### src/rtl/uart_rx.sv
// uart_rx: 8N1 serial receiver with mid-bit sampling and a valid/ready holding register.
// Ports: clk, reset_n, uart_in in; data_rx/valid (ready in), frame_err, overrun, busy out.
module uart_rx #(
   parameter int CLK_FREQ = 50_000_000,
   parameter int BAUD     = 115200
) (
   input  logic       clk,
   input  logic       reset_n,
   input  logic       uart_in,
   output logic [7:0] data_rx,
   output logic       valid,
   input  logic       ready,
   output logic       frame_err,
   output logic       overrun,
   output logic       busy
);

   localparam int CLKS_PER_BIT = CLK_FREQ / BAUD;
   localparam int CW = (CLKS_PER_BIT < 4) ? 2 : $clog2(CLKS_PER_BIT);
   localparam logic [CW-1:0] FULL = CW'(CLKS_PER_BIT - 1);
   localparam logic [CW-1:0] HALF = CW'(CLKS_PER_BIT / 2 - 1);
   localparam logic [CW-1:0] ONE  = CW'(1);

   generate
      if (CLKS_PER_BIT < 4) begin : g_bad_baud
         $error("uart_rx: CLKS_PER_BIT must be at least 4");
      end
   endgenerate

   typedef enum logic [2:0] {
      IDLE,
      START,
      DATA,
      STOP,
      WAIT_IDLE
   } state_t;

   state_t        state_q, state_d;
   logic          sync1_q, sync2_q;
   logic          rx_s;
   logic [CW-1:0] cnt_q, cnt_d;
   logic [2:0]    idx_q, idx_d;
   logic [7:0]    shift_q, shift_d;
   logic          good_q, good_d;
   logic          ferr_q, ferr_d;
   logic [7:0]    data_q, data_d;
   logic          valid_q, valid_d;
   logic          frame_err_q, frame_err_d;
   logic          overrun_q, overrun_d;
   logic          busy_q, busy_d;
   logic          tick;

   assign rx_s = sync2_q;
   assign tick = (cnt_q == '0);

   always_ff @(posedge clk or negedge reset_n) begin
      if (!reset_n) begin
         sync1_q <= 1'b1;
         sync2_q <= 1'b1;
      end else begin
         sync1_q <= uart_in;
         sync2_q <= sync1_q;
      end
   end

   always_ff @(posedge clk or negedge reset_n) begin
      if (!reset_n) begin
         state_q <= IDLE;
         cnt_q   <= '0;
         idx_q   <= '0;
         shift_q <= '0;
         good_q  <= 1'b0;
         ferr_q  <= 1'b0;
      end else begin
         state_q <= state_d;
         cnt_q   <= cnt_d;
         idx_q   <= idx_d;
         shift_q <= shift_d;
         good_q  <= good_d;
         ferr_q  <= ferr_d;
      end
   end

   // Frame sequencer; good_d/ferr_d mark the stop-bit sample.
   always_comb begin
      state_d = state_q;
      cnt_d   = cnt_q;
      idx_d   = idx_q;
      shift_d = shift_q;
      good_d  = 1'b0;
      ferr_d  = 1'b0;
      unique case (state_q)
         IDLE: begin
            if (!rx_s) begin
               state_d = START;
               cnt_d   = HALF;
            end
         end
         START: begin
            if (!tick) begin
               cnt_d = cnt_q - ONE;
            end else if (!rx_s) begin
               state_d = DATA;
               idx_d   = 3'd0;
               cnt_d   = FULL;
            end else begin
               state_d = IDLE;
            end
         end
         DATA: begin
            if (!tick) begin
               cnt_d = cnt_q - ONE;
            end else begin
               shift_d = {rx_s, shift_q[7:1]};
               cnt_d   = FULL;
               idx_d   = idx_q + 3'd1;
               if (idx_q == 3'd7) begin
                  state_d = STOP;
               end
            end
         end
         STOP: begin
            if (!tick) begin
               cnt_d = cnt_q - ONE;
            end else if (rx_s) begin
               good_d  = 1'b1;
               state_d = IDLE;
            end else begin
               ferr_d  = 1'b1;
               state_d = WAIT_IDLE;
            end
         end
         WAIT_IDLE: begin
            // Hold off until the line is released so a break is one event.
            if (rx_s) begin
               state_d = IDLE;
            end
         end
         default: begin
            state_d = IDLE;
         end
      endcase
   end

   // Holding register: a commit may coincide with the consumer's accept.
   always_comb begin
      data_d      = data_q;
      valid_d     = valid_q;
      frame_err_d = ferr_q;
      overrun_d   = 1'b0;
      busy_d      = (state_q != IDLE);
      if (good_q) begin
         if (!valid_q || ready) begin
            data_d  = shift_q;
            valid_d = 1'b1;
         end else begin
            overrun_d = 1'b1;
         end
      end else if (valid_q && ready) begin
         valid_d = 1'b0;
      end
   end

   always_ff @(posedge clk or negedge reset_n) begin
      if (!reset_n) begin
         data_q      <= 8'h00;
         valid_q     <= 1'b0;
         frame_err_q <= 1'b0;
         overrun_q   <= 1'b0;
         busy_q      <= 1'b0;
      end else begin
         data_q      <= data_d;
         valid_q     <= valid_d;
         frame_err_q <= frame_err_d;
         overrun_q   <= overrun_d;
         busy_q      <= busy_d;
      end
   end

   assign data_rx   = data_q;
   assign valid     = valid_q;
   assign frame_err = frame_err_q;
   assign overrun   = overrun_q;
   assign busy      = busy_q;

endmodule
### config.mk
export PLATFORM = sky130hd
export DESIGN_NAME = uart_rx
export DESIGN_NICKNAME = d
export VERILOG_FILES = /design/src/rtl/uart_rx.sv
export SDC_FILE = /design/constraint.sdc
export NUM_CORES = 1
export LEC_CHECK = 0
export BUFFER_PORTS_ARGS = -buffer_cell sky130_fd_sc_hd__buf_2
export CORE_MARGIN = 2
export CORE_UTILIZATION = 40
export CTS_BUF_LIST = sky130_fd_sc_hd__clkbuf_8
export CTS_CLUSTER_DIAMETER = 40
export DETAILED_ROUTE_END_ITERATION = 10
export RECOVER_POWER = 50
export SYNTH_ARGS = -nofsm -noshare
export SYNTH_HDL_FRONTEND = slang
export SYNTH_SLANG_ARGS = --single-unit
### constraint.sdc
create_clock -name clk -period 2.25 [get_ports clk]
set_input_delay 0.1125 -clock clk [delete_from_list [all_inputs] [get_ports clk]]
set_output_delay 0.1125 -clock clk [all_outputs]
set_load 0.02 [all_outputs]
==> summary.txt, run 1 <==
Place
  • PortBufs: 15
  • Final Wtd Congestion: 0.921
  • Dpl cells: 229
  • HPWL after detailed placement: 2470 µm

Clocking
  • Clk sinks: 39
  • Clock latency on the worst-skew pair: 300 ps
  • Root Driver: clkbuf_8
  • Clock tree from TritonCTS: built
  • Maximum clock path buffer count: 2
  • Postcts setup bufs: 0
  • TritonCTS buffer count: 5
  • Clock-pin slew on the worst setup and hold paths: 80 ps
  • H-tree lvl count: 2

Floorplanning
  • Core footprint: 4350 µm²
  • Ports: 16
  • Die ar.: 5060 µm²
  • Chip Height: 71.1 µm
  • Site Rows: 24
  • DIE WIDTH: 71.1 µm
  • Initial Util: 41.4%

Logic synthesis
  • Top cells by area, synth: dfrtp_1 51%, mux2_2 10%, dfstp_2 2.9%
  • Top cell type by total area after synthesis: dfrtp_1
  • Ys async rst share: 100%
  • Post-synthesis net count: 163
  • Commonest cells in the netlist: 37 x dfrtp_1, 16 x mux2_2, 10 x nand2_1, 9 x nor2_1, 8 x inv_1
  • Post-synthesis cell area: 1800 µm²
  • Syn Area/Cell: 11.6 µm²
  • Sequential area share after synthesis: 54.3%
  • Synth warn: 0
  • Top_reg_cell synth: dfrtp_1
  • Number of synthesized flops with an enable pin: 0
  • Syn Inst Count: 156
  • Synth unique cells: 47
  • #FFs+latches synth: 39
  • Top-count cell post-synth: dfrtp_1
  • Synth top area share: 51.4%

Route
  • DRT iter0 DRCs: 112
  • Max Used Layer: met4
  • Post-route ant nets: 0
  • Vias/cell: 5.51
  • Met3 WL: 116 µm
  • Post-Route WL: 3530 µm
  • Vias: 1318
  • Routed wl met2: 1730 µm
  • DR DRC count: 0
  • Initial DRT Pass Iterations: 4
  • DRT met1 WL: 1610 µm
  • Wire per inst: 14.8 µm

STA
  • Final worst path period need: 2130 ps
  • Fmax: 0.469 GHz
  • Period utilization: 94.8%
  • Worst-margin pin slew: 953 ps
  • Final hold violations: 0
  • Final setup fails: 0
  • Slew headroom: 36.5%
  • Setup TNS: 0 ps
  • Final worst clock skew: 7.47 ps
  • Max-slew violations: 0

GRT
  • Initial antenna violation count: 0
  • Vias in the first global route: 1302
  • First-pass GRT wire length: 6390 µm
  • GR Overflow Total: 0
  • Gr usage total: 16.2%
  • Largest net degree at the start of global routing: 40

Pwr
  • PD cells: 574 nW/µm²
  • VDD IR-drop max: 288 µV
  • Leakage Power: 0.986 nW
  • Total Power: 1.22 mW

Layout
  • Layout cells sized above 1: 27.3%
  • Nets: 193
  • # diodes: 0
  • Fillers: 415
  • Post-route insts no fill: 239
  • Area grow syn2layout: 18.3%

Critical path
  • R2R cell count: 6
  • Setup crit start kind: register
  • WS Path Type: reg -> reg
  • Kind of end point of the critical path: register
  • Worst-path fanout max: 9
  • CP required: 2430 ps
  • Worst Path Arrival: 2310 ps

Hold path
  • Hold path depth: 3
  • Hold Crit Class: in -> reg

Job
  • Total of max-cap violations: 0

Outcome
  • Status: finished, final reports clean
==> critical path: stages, from the launching register on <==
cell and delay [ps]:
dfrtp_1 400, inv_1 80, ha_1 210, or4b_4 520, nor4b_4 280, buf_6 180, mux2_2 340
==> stage by stage <==
stage               cell area, µm²  util [%]  setup slack, ps  hold slack, ps
floorplan                     1800         -             59.8            -183
global placement              2010      46.1              117             218
detailed placement            2010      46.1             16.8             219
CTS                           2130      48.9             6.16            87.7
global route                  2130      49.0            -29.6             117
finish                        2130      49.0              117            98.7
==> kinds of logic (layout without fill, tap and decap cells) <==
kind of cell / after synthesis / after routing / synth area share, %
fa+ha+maj: 3 / 3 / 2.08
simple gates: 40 / 40 / 13.0
buf+inv: 16 / 47 / 3.89
mux: 17 / 17 / 10.5
compound gates: 40 / 40 / 15.8
xor+xnor: 1 / 1 / 0.486
flops: 39 / 39 / 54.3
==> path summary, 6_finish.rpt <==
check                                           from                      to  slack (ps)
min in group asynchronous                    reset_n       overrun$_DFF_PN0_         490
worst min register to register      ferr_q$_DFF_PN0_     frame_err$_DFF_PN0_         360
worst min-delay path                           ready       overrun$_DFF_PN0_         100
worst max-delay path            cnt_q[0]$_DFFE_PN0P_  shift_q[6]$_DFFE_PN0P_         120
max in group asynchronous                    reset_n    cnt_q[8]$_DFFE_PN0P_        1160
worst max register to register  cnt_q[0]$_DFFE_PN0P_  shift_q[6]$_DFFE_PN0P_         120
==> sequential cells by signal, summed over array words and instances, names as in the netlist, 3 cells and up <==
name and count:
cnt_q 9, data_rx 8, idx_q 3, shift_q 8, state_q 3
==> routing by layer <==
layer / vias up / GRT usage, %
li1: 633 / -
met1: 657 / 21.9
met2: 21 / 24.8
met3: 7 / 4.84
met4: 0 / 6.29
met5: - / 0
==> report_power, final <==
| part | switching (mW) | internal (mW) |
|---|---|---|
| Sequential | 0.00156 | 0.704 |
| Clock | 0.247 | 0.250 |
| Combinational | 0.0153 | 0.00584 |
==> area by class of cell <==
type / count / area, µm² / area share [%]
clock inverters: 2 / 16.3 / 0.763
repair buffers: 31 / 189 / 8.86
well taps: 52 / 65.1 / 3.05
flip-flops and latches: 39 / 978 / 45.9
clock buffers: 6 / 82.6 / 3.87
inverters: 8 / 30.0 / 1.41
multi-input cells: 101 / 771 / 36.2
==> cell usage in the layout, fill, tap and decap left out, types with 3 or more instances in the layout <==
| cell type | Yosys | layout |
|---|---|---|
| dfrtp_1 | 37 | 37 |
| mux2_2 | 16 | 16 |
| buf_4 | 0 | 13 |
| clkbuf_1 | 4 | 12 |
| nand2_1 | 10 | 10 |
| nor2_1 | 9 | 9 |
| inv_1 | 8 | 8 |
| o21ai_0 | 6 | 6 |
| a21oi_1 | 6 | 6 |
| a31oi_1 | 6 | 6 |
| clkbuf_8 | 0 | 6 |
| or3_1 | 3 | 3 |
| ha_1 | 3 | 3 |
==> repair_timing <==
action                     CTS  global route
setup endpoints to repair    0            15
hold endpoints to repair    38             0
hold buffers                 2             0
resized for setup            0             4
(Power assumes the default switching activity.)
==> run 2: changes to the inputs <==
--- a/config.mk
+++ b/config.mk
@@ -5,6 +5,7 @@
 export SDC_FILE = /design/constraint.sdc
 export NUM_CORES = 1
 export LEC_CHECK = 0
+export ABC_AREA = 1
 export BUFFER_PORTS_ARGS = -buffer_cell sky130_fd_sc_hd__buf_2
 export CORE_MARGIN = 2
 export CORE_UTILIZATION = 40
==> run 2 against run 1 <==
Sequential power is essentially flat. Largest cell class unchanged. Clock skew is essentially flat. Highest routed layer unchanged. Utilization shrank 1.8 points.
==> summary.txt, run 2 <==
Logic synthesis
  • Synth warn: 0 (unchanged)
  • Post-synthesis net count: 213 (was 163)
  • Syn Area/Cell: 8.89 µm² (was 11.6 µm²)
  • #FFs+latches synth: 39 (unchanged)
  • Sequential area share after synthesis: 53.4% (was 54.3%)
  • Commonest cells in the netlist: 58 x nand2_1, 37 x dfrtp_1, 29 x inv_1, 15 x nand3_1, 15 x o21ai_0 (was 37 x dfrtp_1, 16 x mux2_2, 10 x nand2_1, 9 x nor2_1, 8 x inv_1)
  • Top_reg_cell synth: dfrtp_1 (unchanged)
  • Syn Inst Count: 206 (was 156)
  • Top cell type by total area after synthesis: dfrtp_1 (unchanged)
  • Post-synthesis cell area: 1830 µm² (was 1800 µm²)
  • Top cells by area, synth: dfrtp_1 51%, nand2_1 12%, inv_1 5.9% (was dfrtp_1 51%, mux2_2 10%, dfstp_2 2.9%)
  • Number of synthesized flops with an enable pin: 0 (unchanged)
  • Synth unique cells: 25 (was 47)
  • Ys async rst share: 100% (unchanged)
  • Top-count cell post-synth: nand2_1 (was dfrtp_1)
  • Synth top area share: 50.5% (was 51.4%)

STA
  • Setup TNS: 0 ps (unchanged)
  • Period utilization: 79.7% (was 94.8%)
  • Final hold violations: 0 (unchanged)
  • Worst-margin pin slew: 930 ps (was 953 ps)
  • Fmax: 0.558 GHz (was 0.469 GHz)
  • Final worst path period need: 1790 ps (was 2130 ps)
  • Max-slew violations: 0 (unchanged)
  • Unrepaired setup endpoints after global routing: false
  • Slew headroom: 38.0% (was 36.5%)
  • Final setup fails: 0 (unchanged)
  • Final worst clock skew: 7.71 ps (was 7.47 ps)

Pwr
  • PD cells: 640 nW/µm² (was 574 nW/µm²)
  • Seq pwr share: 53.3% (was 57.7%)
  • Internal: 1.04 mW (was 0.959 mW)
  • VDD IR-drop max: 348 µV (was 288 µV)
  • Comb pwr share: 1.6% (was 1.7%)
  • P_sw: 0.277 mW (was 0.264 mW)
  • Clock power share: 45.1% (was 40.6%)
  • Leakage Power: 1.00 nW (was 0.986 nW)
  • Sw frac: 21.0% (was 21.6%)

GRT
  • Initial antenna violation count: 0 (unchanged)
  • First-pass GRT wire length: 5820 µm (was 6390 µm)
  • Vias in the first global route: 1284 (was 1302)
  • Gr usage total: 14.6% (was 16.2%)
  • GR Overflow Total: 0 (unchanged)
  • Largest net degree at the start of global routing: 40 (unchanged)

Route
  • Vias: 1298 (was 1318)
  • Post-Route WL: 3130 µm (was 3530 µm)
  • Vias/cell: 4.64 (was 5.51)
  • Post-route ant nets: 0 (unchanged)
  • DRT iter0 DRCs: 72 (was 112)
  • Wire per inst: 11.2 µm (was 14.8 µm)
  • DR DRC count: 0 (unchanged)
  • Initial DRT Pass Iterations: 4 (unchanged)

Outcome
  • Status: finished, final reports clean (unchanged)

Critical path
  • Worst Path Arrival: 1990 ps (was 2310 ps)
  • Crit path buffers/inverters: 2 (unchanged)
  • CP peak stage delay: 360 ps (was 520 ps)
  • Worst reg2reg path endpoint: idx_q[1]$_DFFE_PN0P_ (was shift_q[6]$_DFFE_PN0P_)
  • CP max-delay cell: dfrtp_1 (was or4b_4)
  • WS Path Type: reg -> reg (unchanged)
  • R2R cell count: 8 (was 6)
  • Reg-to-reg startpoint: cnt_q[0]$_DFFE_PN0P_ (unchanged)
  • CP required: 2450 ps (was 2430 ps)
  • Kind of end point of the critical path: register (unchanged)
  • Setup crit start kind: register (unchanged)
  • Flop2flop setup slack: 460 ps (was 120 ps)
  • Crit-path leading delay family: simple AND/OR/NAND/NOR gates (unchanged)
  • CP dominant cell by count: nand2_4
  • CP Cell Sequence: inv_1, ha_1, nand2_4, nor2_4, nand2_4, clkinv_2, nand3_4, o21ai_0 (was inv_1, ha_1, or4b_4, nor4b_4, buf_6, mux2_2)
  • Worst-path fanout max: 19 (was 9)

Clocking
  • Clk sinks: 39 (unchanged)
  • Root Driver: clkbuf_8 (unchanged)
  • H-tree lvl count: 2 (unchanged)
  • Postcts setup bufs: 0 (unchanged)
  • Clock latency on the worst-skew pair: 300 ps (about the same)
  • TritonCTS buffer count: 5 (unchanged)
  • Clock-pin slew on the worst setup and hold paths: 80 ps (about the same)
  • Clock tree from TritonCTS: built (unchanged)
  • Maximum clock path buffer count: 2 (unchanged)

Layout
  • # diodes: 0 (unchanged)
  • Largest register by flop count: cnt_q (unchanged)
  • Commonest non-fill, non-tap cells in the layout: 58 x nand2_1, 37 x dfrtp_1, 29 x inv_1, 15 x nand3_1, 15 x o21ai_0 (was 37 x dfrtp_1, 16 x mux2_2, 13 x buf_4, 12 x clkbuf_1, 10 x nand2_1)
  • Storage cell area: 978 µm² (unchanged)
  • Flip-flop count of the largest register after layout: 9 (unchanged)
  • Leading cell type in the layout, fill and taps excluded: nand2_1 (was dfrtp_1)
  • Post-route insts no fill: 280 (was 239)
  • Nets: 234 (was 193)
  • Layout cells sized above 1: 14.5% (was 27.3%)
  • Final core occ: 47.1% (was 49.0%)
  • Design area: 2070 µm² (was 2130 µm²)
  • Fillers: 445 (was 415)
  • Area grow syn2layout: 12.8% (was 18.3%)
  • Multi-input gate area: 712 µm² (was 771 µm²)

Floorplanning
  • Core footprint: 4380 µm² (was 4350 µm²)
  • DIE WIDTH: 71.7 µm (was 71.1 µm)
  • Die ar.: 5140 µm² (was 5060 µm²)
  • Ports: 16 (unchanged)
  • Site Rows: 24 (unchanged)
  • Chip Height: 71.7 µm (was 71.1 µm)
  • Initial Util: 41.8% (was 41.4%)

Hold path
  • Hold Crit Class: in -> reg (unchanged)
  • Hold path depth: 4 (was 3)
  • Min-delay src: ready (unchanged)
  • Worst Hold End: valid$_DFFE_PN0P_ (was overrun$_DFF_PN0_)

Place
  • PortBufs: 15 (unchanged)
  • Dpl cells: 270 (was 229)
  • HPWL after detailed placement: 2250 µm (was 2470 µm)
  • Final Wtd Congestion: 0.841 (was 0.921)
  • Dpl cell area: 1950 µm² (was 2010 µm²)

Job
  • Total of max-cap violations: 0 (unchanged)
==> run 2: timing repair <==
action,CTS,global route
resized for setup,0,0
hold buffers,2,0
endpoints found under the hold margin,38,0
endpoints found under the setup margin,0,0
==> run 2: routing by layer <==
metal	track usage [%]	up-vias	wire length [µm]
li1	-	694	-
met1	20.7	578	1660
met2	21.2	21	1290
met3	4.64	5	132
met4	5.03	0	53
met5	0	-	0
==> run 2: area by class of cell <==
type                    count  area share (%)
repair buffers             17            3.88
clock buffers               5            3.33
inverters                  30            5.51
clock inverters             3            2.30
flip-flops and latches     39            47.4
well taps                  52            3.15
multi-input cells         134            34.5
==> run 2: worst reg2reg max path, delay by kind of cell (launching register included) <==
| family | cells | cell delay (ps) |
|---|---|---|
| simple gates | 4 | 530 |
| buf+inv | 2 | 230 |
| fa+ha+maj | 1 | 300 |
| compound gates | 1 | 280 |
| flops | 1 | 360 |
==> run 2: cells by family (layout without fill, tap and decap cells) <==
kind of cell / after synthesis / in the layout / synth area share [%]
flops: 39 / 39 / 53.4
xor+xnor: 1 / 1 / 0.478
compound gates: 30 / 30 / 10.2
buf+inv: 33 / 55 / 7.31
simple gates: 99 / 99 / 25.9
mux: 1 / 1 / 0.615
fa+ha+maj: 3 / 3 / 2.05
==> run 2: how the worst max path moves through the flow <==
| stage | slack (ps) | to | startpoint | cells past startpoint |
|---|---|---|---|---|
| after floorplan | 720 | idx_q[0]$_DFFE_PN0P_ | cnt_q[0]$_DFFE_PN0P_ | 9 |
| after detailed placement | 490 | idx_q[1]$_DFFE_PN0P_ | cnt_q[0]$_DFFE_PN0P_ | 8 |
| after CTS | 460 | idx_q[1]$_DFFE_PN0P_ | cnt_q[0]$_DFFE_PN0P_ | 8 |
| after global placement | 560 | shift_q[7]$_DFFE_PN0P_ | cnt_q[0]$_DFFE_PN0P_ | 9 |
| final | 460 | idx_q[1]$_DFFE_PN0P_ | cnt_q[0]$_DFFE_PN0P_ | 8 |
| after global routing | 300 | idx_q[1]$_DFFE_PN0P_ | cnt_q[0]$_DFFE_PN0P_ | 8 |
==> run 2: power by group through the flow <==
stage	Combinational [mW]	Clock (mW)	Sequential, mW
2_1_floorplan	0.00271	0	0.719
3_3_place_gp	0.0200	0	0.719
3_5_place_dp	0.0199	0	0.719
4_1_cts	0.0225	0.617	0.705
5_1_grt	0.0252	0.645	0.705
6_report	0.0209	0.596	0.705
==> run 2: through the flow <==
step                      hold WS, ps  setup slack, ps  power, mW
after CTS                        87.0              462       1.34
after global placement            219              556      0.739
final                            88.8              458       1.32
after detailed placement          220              489      0.739
after floorplan                  -183              720      0.721
after global routing              142              303       1.38
